<file path="src/rtl/lsu_pkg.sv">
// +----------------------------------------------------------------------+
// | lsu_pkg : shared constants, FSM encoding and helpers for the LSU      |
// | Rev 1.0                                                              |
// +----------------------------------------------------------------------+
`default_nettype none

package lsu_pkg;

  localparam int unsigned NUM_LANES = 4;

  localparam logic [2:0] F3_B  = 3'b000;
  localparam logic [2:0] F3_H  = 3'b001;
  localparam logic [2:0] F3_W  = 3'b010;
  localparam logic [2:0] F3_BU = 3'b100;
  localparam logic [2:0] F3_HU = 3'b101;

  localparam logic [1:0] IDLE = 2'd0;
  localparam logic [1:0] REQ  = 2'd1;
  localparam logic [1:0] RESP = 2'd2;

  function automatic logic f3_legal(input logic is_load, input logic [2:0] f3);
    if (is_load)
      return (f3 == F3_B) || (f3 == F3_H) || (f3 == F3_W) || (f3 == F3_BU) || (f3 == F3_HU);
    else
      return (f3 == F3_B) || (f3 == F3_H) || (f3 == F3_W);
  endfunction

  // funct3[1:0] encodes access size; sub-size offset bits are dropped so lanes stay in-word
  function automatic logic [1:0] lane_offset(input logic [1:0] size, input logic [1:0] a);
    case (size)
      2'b00:   return a;
      2'b01:   return {a[1], 1'b0};
      default: return 2'b00;
    endcase
  endfunction

  function automatic logic misaligned(input logic [1:0] size, input logic [1:0] a);
    return ((size == 2'b01) && a[0]) || ((size == 2'b10) && (a != 2'b00));
  endfunction

endpackage

`default_nettype wire

</file>
<file path="src/rtl/lsu_load_align.sv">
// +----------------------------------------------------------------------+
// | lsu_load_align : selects the load lane and sign/zero-extends it      |
// | Rev 1.0                                                              |
// +----------------------------------------------------------------------+
`default_nettype none

module lsu_load_align
  import lsu_pkg::*;
#(
  parameter int WORD_SIZE = 32
) (
  input  logic [WORD_SIZE-1:0] rdata_i,
  input  logic [1:0]           offset_i,
  input  logic [2:0]           funct3_i,
  output logic [WORD_SIZE-1:0] data_o
);

  logic [WORD_SIZE-1:0] w_shifted;

  assign w_shifted = rdata_i >> {offset_i, 3'b000};

  always_comb begin
    data_o = rdata_i;
    case (funct3_i)
      F3_B:    data_o = {{(WORD_SIZE-8){w_shifted[7]}}, w_shifted[7:0]};
      F3_BU:   data_o = {{(WORD_SIZE-8){1'b0}}, w_shifted[7:0]};
      F3_H:    data_o = {{(WORD_SIZE-16){w_shifted[15]}}, w_shifted[15:0]};
      F3_HU:   data_o = {{(WORD_SIZE-16){1'b0}}, w_shifted[15:0]};
      default: data_o = rdata_i;
    endcase
  end

endmodule

`default_nettype wire

</file>
<file path="src/rtl/lsu.sv">
// +----------------------------------------------------------------------+
// | lsu : single-outstanding load/store unit between execute and memory  |
// | Optional: LSU_MISALIGN_TRAP_EN enables the misalignment trap.         |
// | Rev 1.0                                                              |
// +----------------------------------------------------------------------+
`default_nettype none

module lsu
  import lsu_pkg::*;
#(
  parameter int WORD_SIZE = 32
) (
  input  logic                 clk,
  input  logic                 rst_n,
  input  logic                 ex_valid,
  output logic                 ex_ready,
  input  logic                 ex_is_load,
  input  logic                 ex_is_store,
  input  logic [2:0]           ex_funct3,
  input  logic [WORD_SIZE-1:0] ex_addr,
  input  logic [WORD_SIZE-1:0] ex_wdata,
  output logic                 mem_req_valid,
  input  logic                 mem_req_ready,
  output logic                 mem_we,
  output logic [NUM_LANES-1:0] mem_be,
  output logic [WORD_SIZE-1:0] mem_addr,
  output logic [WORD_SIZE-1:0] mem_wdata,
  input  logic                 mem_rsp_valid,
  input  logic [WORD_SIZE-1:0] mem_rdata,
  output logic                 wb_valid,
  output logic [WORD_SIZE-1:0] wb_data,
  output logic                 done,
  output logic                 exc_misaligned
);

  logic [1:0]           state_q, state_d;
  logic [WORD_SIZE-1:0] addr_q, addr_d;
  logic [WORD_SIZE-1:0] wdata_q, wdata_d;
  logic [2:0]           funct3_q, funct3_d;
  logic                 is_load_q, is_load_d;
  logic                 done_q, done_d;
  logic                 wb_valid_q, wb_valid_d;
  logic [WORD_SIZE-1:0] wb_data_q, wb_data_d;

  logic                 w_accept;
  logic                 w_legal;
  logic                 w_misalign;
  logic [1:0]           w_off;
  logic [WORD_SIZE-1:0] w_load_word;

  // A load+store request is a load, so is_load alone selects the legality table
  assign w_accept = ex_valid && ex_ready && (ex_is_load || ex_is_store);
  assign w_legal  = f3_legal(ex_is_load, ex_funct3);

`ifdef LSU_MISALIGN_TRAP_EN
  logic exc_q, exc_d;
  assign w_misalign     = misaligned(ex_funct3[1:0], ex_addr[1:0]);
  assign exc_misaligned = exc_q;
`else
  assign w_misalign     = 1'b0;
  assign exc_misaligned = 1'b0;
`endif

  assign w_off = lane_offset(funct3_q[1:0], addr_q[1:0]);

  lsu_load_align #(
    .WORD_SIZE (WORD_SIZE)
  ) u_load_align (
    .rdata_i  (mem_rdata),
    .offset_i (w_off),
    .funct3_i (funct3_q),
    .data_o   (w_load_word)
  );

  always_comb begin
    state_d    = state_q;
    addr_d     = addr_q;
    wdata_d    = wdata_q;
    funct3_d   = funct3_q;
    is_load_d  = is_load_q;
    done_d     = 1'b0;
    wb_valid_d = 1'b0;
    wb_data_d  = wb_data_q;
`ifdef LSU_MISALIGN_TRAP_EN
    exc_d      = 1'b0;
`endif
    case (state_q)
      IDLE: begin
        if (w_accept) begin
          addr_d    = ex_addr;
          wdata_d   = ex_wdata;
          funct3_d  = ex_funct3;
          is_load_d = ex_is_load;
          if (!w_legal || w_misalign) begin
            done_d = 1'b1;
`ifdef LSU_MISALIGN_TRAP_EN
            exc_d  = w_legal;
`endif
          end else begin
            state_d = REQ;
          end
        end
      end
      REQ: begin
        if (mem_req_ready) begin
          if (is_load_q) begin
            state_d = RESP;
          end else begin
            done_d  = 1'b1;
            state_d = IDLE;
          end
        end
      end
      RESP: begin
        if (mem_rsp_valid) begin
          wb_valid_d = 1'b1;
          done_d     = 1'b1;
          wb_data_d  = w_load_word;
          state_d    = IDLE;
        end
      end
      default: state_d = IDLE;
    endcase
  end

  always_ff @(posedge clk) begin
    if (!rst_n) begin
      state_q    <= IDLE;
      addr_q     <= '0;
      wdata_q    <= '0;
      funct3_q   <= '0;
      is_load_q  <= 1'b0;
      done_q     <= 1'b0;
      wb_valid_q <= 1'b0;
      wb_data_q  <= '0;
`ifdef LSU_MISALIGN_TRAP_EN
      exc_q      <= 1'b0;
`endif
    end else begin
      state_q    <= state_d;
      addr_q     <= addr_d;
      wdata_q    <= wdata_d;
      funct3_q   <= funct3_d;
      is_load_q  <= is_load_d;
      done_q     <= done_d;
      wb_valid_q <= wb_valid_d;
      wb_data_q  <= wb_data_d;
`ifdef LSU_MISALIGN_TRAP_EN
      exc_q      <= exc_d;
`endif
    end
  end

  assign ex_ready      = (state_q == IDLE);
  assign mem_req_valid = (state_q == REQ);
  assign mem_addr      = {addr_q[WORD_SIZE-1:2], 2'b00};
  assign wb_valid      = wb_valid_q;
  assign wb_data       = wb_data_q;
  assign done          = done_q;

  always_comb begin
    mem_we    = 1'b0;
    mem_be    = '0;
    mem_wdata = '0;
    if (state_q == REQ) begin
      mem_we = !is_load_q;
      if (is_load_q) begin
        mem_be = 4'b1111;
      end else begin
        case (funct3_q[1:0])
          2'b00: begin
            mem_be    = 4'b0001 << w_off;
            mem_wdata = {4{wdata_q[7:0]}};
          end
          2'b01: begin
            mem_be    = 4'b0011 << w_off;
            mem_wdata = {2{wdata_q[15:0]}};
          end
          default: begin
            mem_be    = 4'b1111;
            mem_wdata = wdata_q;
          end
        endcase
      end
    end
  end

  a_req_hold: assert property (@(posedge clk) disable iff (!rst_n)
    (mem_req_valid && !mem_req_ready) |=> mem_req_valid);

endmodule

`default_nettype wire

</file>
<file path="config.mk">
export PLATFORM = sky130hd
export DESIGN_NAME = lsu
export DESIGN_NICKNAME = d
export VERILOG_FILES = /design/src/rtl/lsu_pkg.sv /design/src/rtl/lsu_load_align.sv /design/src/rtl/lsu.sv
export SDC_FILE = /design/constraint.sdc
export NUM_CORES = 1
export LEC_CHECK = 0
export BUFFER_PORTS_ARGS = -buffer_cell sky130_fd_sc_hd__buf_2
export CORE_MARGIN = 3
export CORE_UTILIZATION = 44
export CTS_BUF_LIST = sky130_fd_sc_hd__clkbuf_16
export DETAILED_ROUTE_END_ITERATION = 6
export GPL_TIMING_DRIVEN = 0
export PLACE_DENSITY = 0.84
export SLEW_MARGIN = 25
export SYNTH_ARGS = -nofsm -noshare
export SYNTH_HDL_FRONTEND = slang
export SYNTH_SLANG_ARGS = --single-unit
</file>
<file path="constraint.sdc">
create_clock -name clk -period 4.9 [get_ports clk]
set_clock_uncertainty 0.2 [all_clocks]
set_input_delay 0.98 -clock clk [delete_from_list [all_inputs] [get_ports clk]]
set_output_delay 0.98 -clock clk [all_outputs]
set_load 0.005 [all_outputs]
</file>
# After elaboration in Yosys (flattened, before gate mapping)
# Cells that the tools add are included.
[totals] reg_bits=104 elab_cells=63
[classes] n_eq_ne=14 shift=3 n_mux=22 n_reduce_logical=16
[op_table] cell="case mux 32 bit (4 select lines)" count=1
[op_table] cell="2-to-1 mux 32 bit" count=2
[op_table] cell="case mux 32 bit (2 select lines)" count=1
[op_table] cell="right shift 32 x 5 -> 16 bit" count=1
[op_table] cell="== test 3 bit, second input constant" count=4
[op_table] cell="2-to-1 mux 2 bit" count=5
[op_table] cell="2-to-1 mux 4 bit" count=2
[op_table] cell="case mux 4 bit (2 select lines)" count=1
[op_table] cell="2-to-1 mux 1 bit" count=7
[op_table] cell="== test 3 x 1 -> 1 bit, second input constant" count=2
[op_table] cell="zero test 3 bit" count=2
[op_table] cell="inequality test 2 x 1 -> 1 bit, second input constant" count=3
[op_table] cell="case mux 2 bit (3 select lines)" count=1
[op_table] cell="AND reduction 2 bit" count=3
[op_table] cell="logical OR 1 bit" count=5
[op_table] cell="== test 2 x 1 -> 1 bit, second input constant" count=2
[op_table] cell="zero test 2 bit" count=2
[op_table] cell="case mux 2 bit (2 select lines)" count=1
[op_table] cell="AND reduction 4 bit" count=1
[op_table] cell="left shift 1 x 2 -> 4 bit, first input constant" count=1
[op_table] cell="left shift 2 x 2 -> 4 bit, first input constant" count=1
[op_table] cell="== test 3 x 2 -> 1 bit, second input constant" count=1
[op_table] cell="case mux 1 bit (3 select lines)" count=1
[op_table] cell="== test 2 bit, second input constant" count=1
[op_table] cell="3 further kinds" count=4

# Depth between registers and ports, before layout
[logic_depth] word_depth=9 mapped_depth=8

# By module
# A second synthesis with hierarchy kept.
[hier_totals] cells_unflattened=718 hier_area_um2=5408.9
[modules_own_cells] mod="lsu" instances=1 cells_per_inst=607 area_per_inst_um2=4693.3 seq_area_each_um2=2082.0
[modules_own_cells] mod="lsu_load_align" instances=1 cells_per_inst=111 area_per_inst_um2=715.7 seq_area_each_um2=0.0

# Least setup slack after synthesis
# No wires, ideal clock.
[synth_timing] kind="flip-flop to output port" start="register funct3_q[1]" end="output port mem_wdata[16]" arrival_time_ps=1292 path_slack_ps=2428 stages_incl_launch_ff=7 path_buffers=4 cell_sequence="dfxtp_1 > buf_4 > buf_2 > buf_2 > buf_2 > mux2i_1 > nor2_1"
[synth_between] elab_chain_len=4 word_cells_on_any_way=5 cone_classes="eq/ne: 1; mux: 3; reduce/logical: 1"
[synth_rtl] element="start: declaration" line="lsu.sv:39" text="logic [2:0] funct3_q, funct3_d;"
[synth_rtl] element="start signal: assignment" line="lsu.sv:143" text="funct3_q <= funct3_d;"
[synth_rtl] element="== test 2 x 1 -> 1 bit or zero test 2 bit (tied branches)" line="lsu.sv:170" text="case (funct3_q[1:0])"
[synth_rtl] element="case mux 32 bit (2 select lines) (*)" line="lsu.sv:170"
[synth_rtl] element="2-to-1 mux 32 bit (*)" line="lsu.sv:167" text="if (is_load_q) begin"
[synth_rtl] element="2-to-1 mux 32 bit (*)" line="lsu.sv:165" text="if (state_q == REQ) begin"
[synth_rtl] element="end: declaration" line="lsu.sv:27" text="output logic [WORD_SIZE-1:0] mem_wdata,"
# Mark *: on every way between the ends. The rest lies on a longest branch, timed or not.

# Worst setup path in the final report
[layout_timing] start="register funct3_q[1]" end="output port mem_be[0]"
[layout_between] elab_chain_len=6 word_cells_on_any_way=8 cone_classes="eq/ne: 1; shift: 2; mux: 4; reduce/logical: 1"
[layout_rtl] element="== test 2 x 1 -> 1 bit or zero test 2 bit (tied branches)" line="lsu_pkg.sv:30, lsu.sv:170"
[layout_rtl] element="case mux 2 bit (2 select lines)" line="lsu_pkg.sv:30" text="case (size)"
[layout_rtl] element="left shift 2 x 2 -> 4 bit or left shift 1 x 2 -> 4 bit (tied branches)" line="lsu.sv:176, lsu.sv:172"
[layout_rtl] element="case mux 4 bit (2 select lines) (*)" line="lsu.sv:170"
[layout_rtl] element="2-to-1 mux 4 bit (*)" line="lsu.sv:167"
[layout_rtl] element="2-to-1 mux 4 bit (*)" line="lsu.sv:165"
[layout_rtl] element="end: declaration" line="lsu.sv:25" text="output logic [NUM_LANES-1:0] mem_be,"
# Marks and branches as above.

==> out/qor.log <==
INFO  power          power-per-cell-area=289nW/µm²
INFO  hold_path      hold-path-endpoint=addr_q[15]
INFO  global_routing first_global_vias=5,594
INFO  power          vdd_drop_max=0.243mV
INFO  sta            clock.fmax=0.292GHz
INFO  worst_setup_path timing.rr.start=funct3_q[1]
INFO  clocking       cell_at_the_root_of_the_clock_tree=sky130_fd_sc_hd__clkbuf_16
INFO  cells_and_area finalNetCount=1,040
INFO  floorplan      io_pins=212
INFO  cells_and_area final_cell_mix=223 x sky130_fd_sc_hd__buf_2, 158 x sky130_fd_sc_hd__nand2_1, 104 x sky130_fd_sc_hd__dfxtp_1
INFO  clocking       clkSlewWorstSetupHoldPaths=0.07ns
INFO  cells_and_area final_core_util=58.5%
INFO  logic_synthesis syn_area_per_cell=7.75µm²
INFO  clocking       numClockSinks=104
INFO  worst_setup_path crit_path_cell_trace=buf_4, buf_2, buf_1, nor2_1, o21a_1, nor2_1, buf_2
INFO  hold_path      startpoint_of_the_worst_hold_path=addr_q[15]
INFO  worst_setup_path r2r.worst_path.cells=6
INFO  worst_setup_path worst_path_arrival=2.24ns
INFO  floorplan      floorplan.core_area=12,200µm²
INFO  global_routing grt_pass1_wl=29.0mm
INFO  global_routing overflow=0
INFO  cells_and_area area.growth.synth_to_final=28.6%
INFO  cells_and_area num-fill-cells=1,156
INFO  place          place.gp.congestion=0.975
INFO  worst_setup_path timing.critical_path.fanout_max=10
INFO  clocking       cts_max_level=3
INFO  sta            totalNegativeSetupSlack=0ns
INFO  place          place_hpwl=13.9mm
INFO  cells_and_area layout_commonest_cell=sky130_fd_sc_hd__buf_2
INFO  logic_synthesis ys_seq_elements=104
INFO  routing        antenna_left=0
INFO  power          share_seq_of_total_power=44.1%
INFO  clocking       ctsLongestPathBuffers=2
INFO  floorplan      die_height=118µm
INFO  routing        detail_route.vias_per_cell=5.41
INFO  cells_and_area multi_input_logic_area=2890µm²
INFO  power          power.leakage=3.21nW
INFO  logic_synthesis total_of_warnings_raised_by_yosys=0
INFO  clocking       clk_latency=0.35ns
INFO  logic_synthesis synthDistinctLibCells=45
INFO  power          netSwitchingPower=0.536mW
INFO  worst_setup_path slowest_stage_cell_cp=sky130_fd_sc_hd__buf_1
INFO  hold_path      timing.hold.worst.class=flop to flop
INFO  power          clock_power_share=39.3%
INFO  power          power.share.combinational=16.6%
INFO  sta            tightest_slew=0.578ns
INFO  sta            share_of_the_clock_period_used_by_the_worst_path=69.8%
INFO  job            max_cap_violations=0
INFO  floorplan      full_die_area=14,000µm²
INFO  routing        wl_per_cell=16.6µm
INFO  global_routing grtUsageTotal=25.6%
INFO  routing        via_count=5,980
INFO  sta            unrepaired_setup_endpoints_after_global_routing=no
INFO  hold_path      holdPathStages=2
INFO  worst_setup_path r2r_path_end=wb_data[6]
INFO  floorplan      floorplan.initialDensity=45.5%
INFO  logic_synthesis syn_area=5530µm²
INFO  cells_and_area post_route_cells_drive_above_1_share=31.2%
INFO  sta            number_of_hold_slack_violations_in_the_final_timing_report=0
INFO  floorplan      num_rows=40
INFO  status         status=finished, final reports clean
INFO  logic_synthesis synthCells=714
INFO  worst_setup_path timing.critical_path.to_type=output port
INFO  routing        drt_iter0_markers=595
INFO  logic_synthesis seq_area_frac_synth=37.6%
INFO  worst_setup_path reg_to_reg_setup_timing_slack=2.85ns
INFO  power          power_report.internal_total=1.52mW
INFO  sta            worst_hold_slack=0.262ns
INFO  sta            finalSetupViolations=0
INFO  clocking       tritoncts=done
INFO  global_routing maximum_number_of_pins_on_one_net_before_global_route_repair=16
INFO  floorplan      fp.dieW=118µm
INFO  global_routing grt_antenna_before_repair=2
INFO  worst_setup_path cp_slowest_stage_delay=0.49ns
INFO  sta            relative_slew_margins=61.3%
INFO  place          port-buffer-count=207
INFO  sta            report.final.slew_viol_count=0
INFO  clocking       hold_buffers=0
INFO  worst_setup_path timing.setup.critical_path_class=flop to output port
INFO  clocking       numCtsBuffers=9
INFO  cells_and_area ff_latch_area=2080µm²
INFO  sta            worst_setup_slack_final=1.48ns
INFO  place          placement.setup.worst_slack=1.90ns
INFO  routing        drt-pass1-iter-count=5
INFO  power          power.share.switching=26.1%
INFO  worst_setup_path setup.worst_path.start_class=flop
INFO  sta            post-route-min-period=3.42ns
INFO  worst_setup_path cp_data_required_time=3.72ns
INFO  routing        drcViolationCount=0
INFO  clocking       cts.repair_timing.setup_buffer_count=0
INFO  routing        detail_route.wirelength=18.4mm
INFO  clocking       cts_resized=0
cells in the mapped netlist (all sizes together):
cell type	count	area (µm²)
nand2	158	593
dfxtp	104	2080
a21boi	68	510
a21oi	68	340
buf	59	410
o21ai	46	230
clkbuf	38	143
nor2	29	109
mux2i	21	210
a31oi	17	106
a21o	16	120
and2	9	56.3
nand2b	8	50.1
o211ai	8	60.1
a31o	7	61.3
a32oi	7	61.3
nand3	5	25.0
inv	4	15.0
mux2	4	45.0
nor4bb	4	40.0
o22ai	4	25.0
o31ai	4	30.0
or3	4	25.0
nor2b	3	18.8
o22a	3	26.3
nand3b	2	15.0
o21a	2	15.0
a211o	1	8.76
a22oi	1	7.51
and2b	1	7.51
and3	1	6.26
and3b	1	8.76
conb	1	3.75
nand4b	1	8.76
nor3	1	10.0
nor3b	1	7.51
o211a	1	10.0
o21bai	1	7.51
o221a	1	20.0
power by group through the flow:
stage	registers (mW)	clock network (mW)	logic, mW
after floorplan	0.916	0	0.203
after global placement	0.923	0	0.330
after detailed placement	0.925	0	0.335
after CTS	0.905	0.817	0.337
after global routing	0.909	0.852	0.374
final	0.906	0.808	0.341
metal layers:
layer / routed length [µm] / global-route usage, %
met4: 458 / 7.62
met2: 8440 / 41.4
met1: 7510 / 32.7
met5: 9 / 0
met3: 1990 / 8.27
worst max-delay path: cells and delay by family (launching register included):
family,cells,cell delay [ns]
buf+inv,4,1.09
simple gates,2,0.34
flops,1,0.31
compound gates,1,0.15
how the worst max path moves through the flow:
| stage | start | depth (start not counted) | endpoint |
|---|---|---|---|
| 2_1_floorplan | funct3_q[1] | 6 | mem_wdata[16] |
| 3_3_place_gp | funct3_q[1] | 7 | mem_wdata[31] |
| 3_5_place_dp | funct3_q[1] | 7 | mem_wdata[31] |
| 4_1_cts | funct3_q[1] | 7 | mem_wdata[31] |
| 5_1_grt | funct3_q[1] | 7 | mem_wdata[29] |
| 6_report | funct3_q[1] | 7 | mem_be[0] |
kinds of logic (layout without fill, tap and decap cells):
group                  count (synthesis)  count (layout)  synth area share (%)
AO/OA/AOI/OAI                        255             255                  29.7
AND/OR/NAND/NOR                      228             228                  17.7
flip-flops                           104             104                  37.6
buffers and inverters                101             322                  10.3
multiplexers                          25              25                  4.62
other                                  1               4                0.0678
area by class of cell:
| class | instances | share of cell area [%] |
|---|---|---|
| Sequential cell | 104 | 29.3 |
| Buffer | 97 | 7.78 |
| Multi-Input combinational cell | 511 | 40.6 |
| Timing Repair Buffer | 207 | 14.6 |
| Tap cell | 168 | 2.96 |
| Antenna cell | 1 | 0.0352 |
| Clock buffer | 9 | 3.17 |
| Clock inverter | 5 | 1.37 |
| Inverter | 4 | 0.211 |
flip-flops by register name, summed over array words and instances (netlist names):
name       flops
wb_valid       1
wb_data       32
wdata_q       32
addr_q        32
is_load_q      1
state_q        2
funct3_q       3
done           1
per-stage QoR:
stage               std cells  power [mW]  area, µm²
floorplan                 716        1.12       5540
global placement         1091        1.25       6780
detailed placement       1091        1.26       6780
CTS                      1105        2.06       7110
global route             1106        2.13       7110
finish                   1106        2.05       7110
No activity file was read; power rests on OpenSTA's default activity.
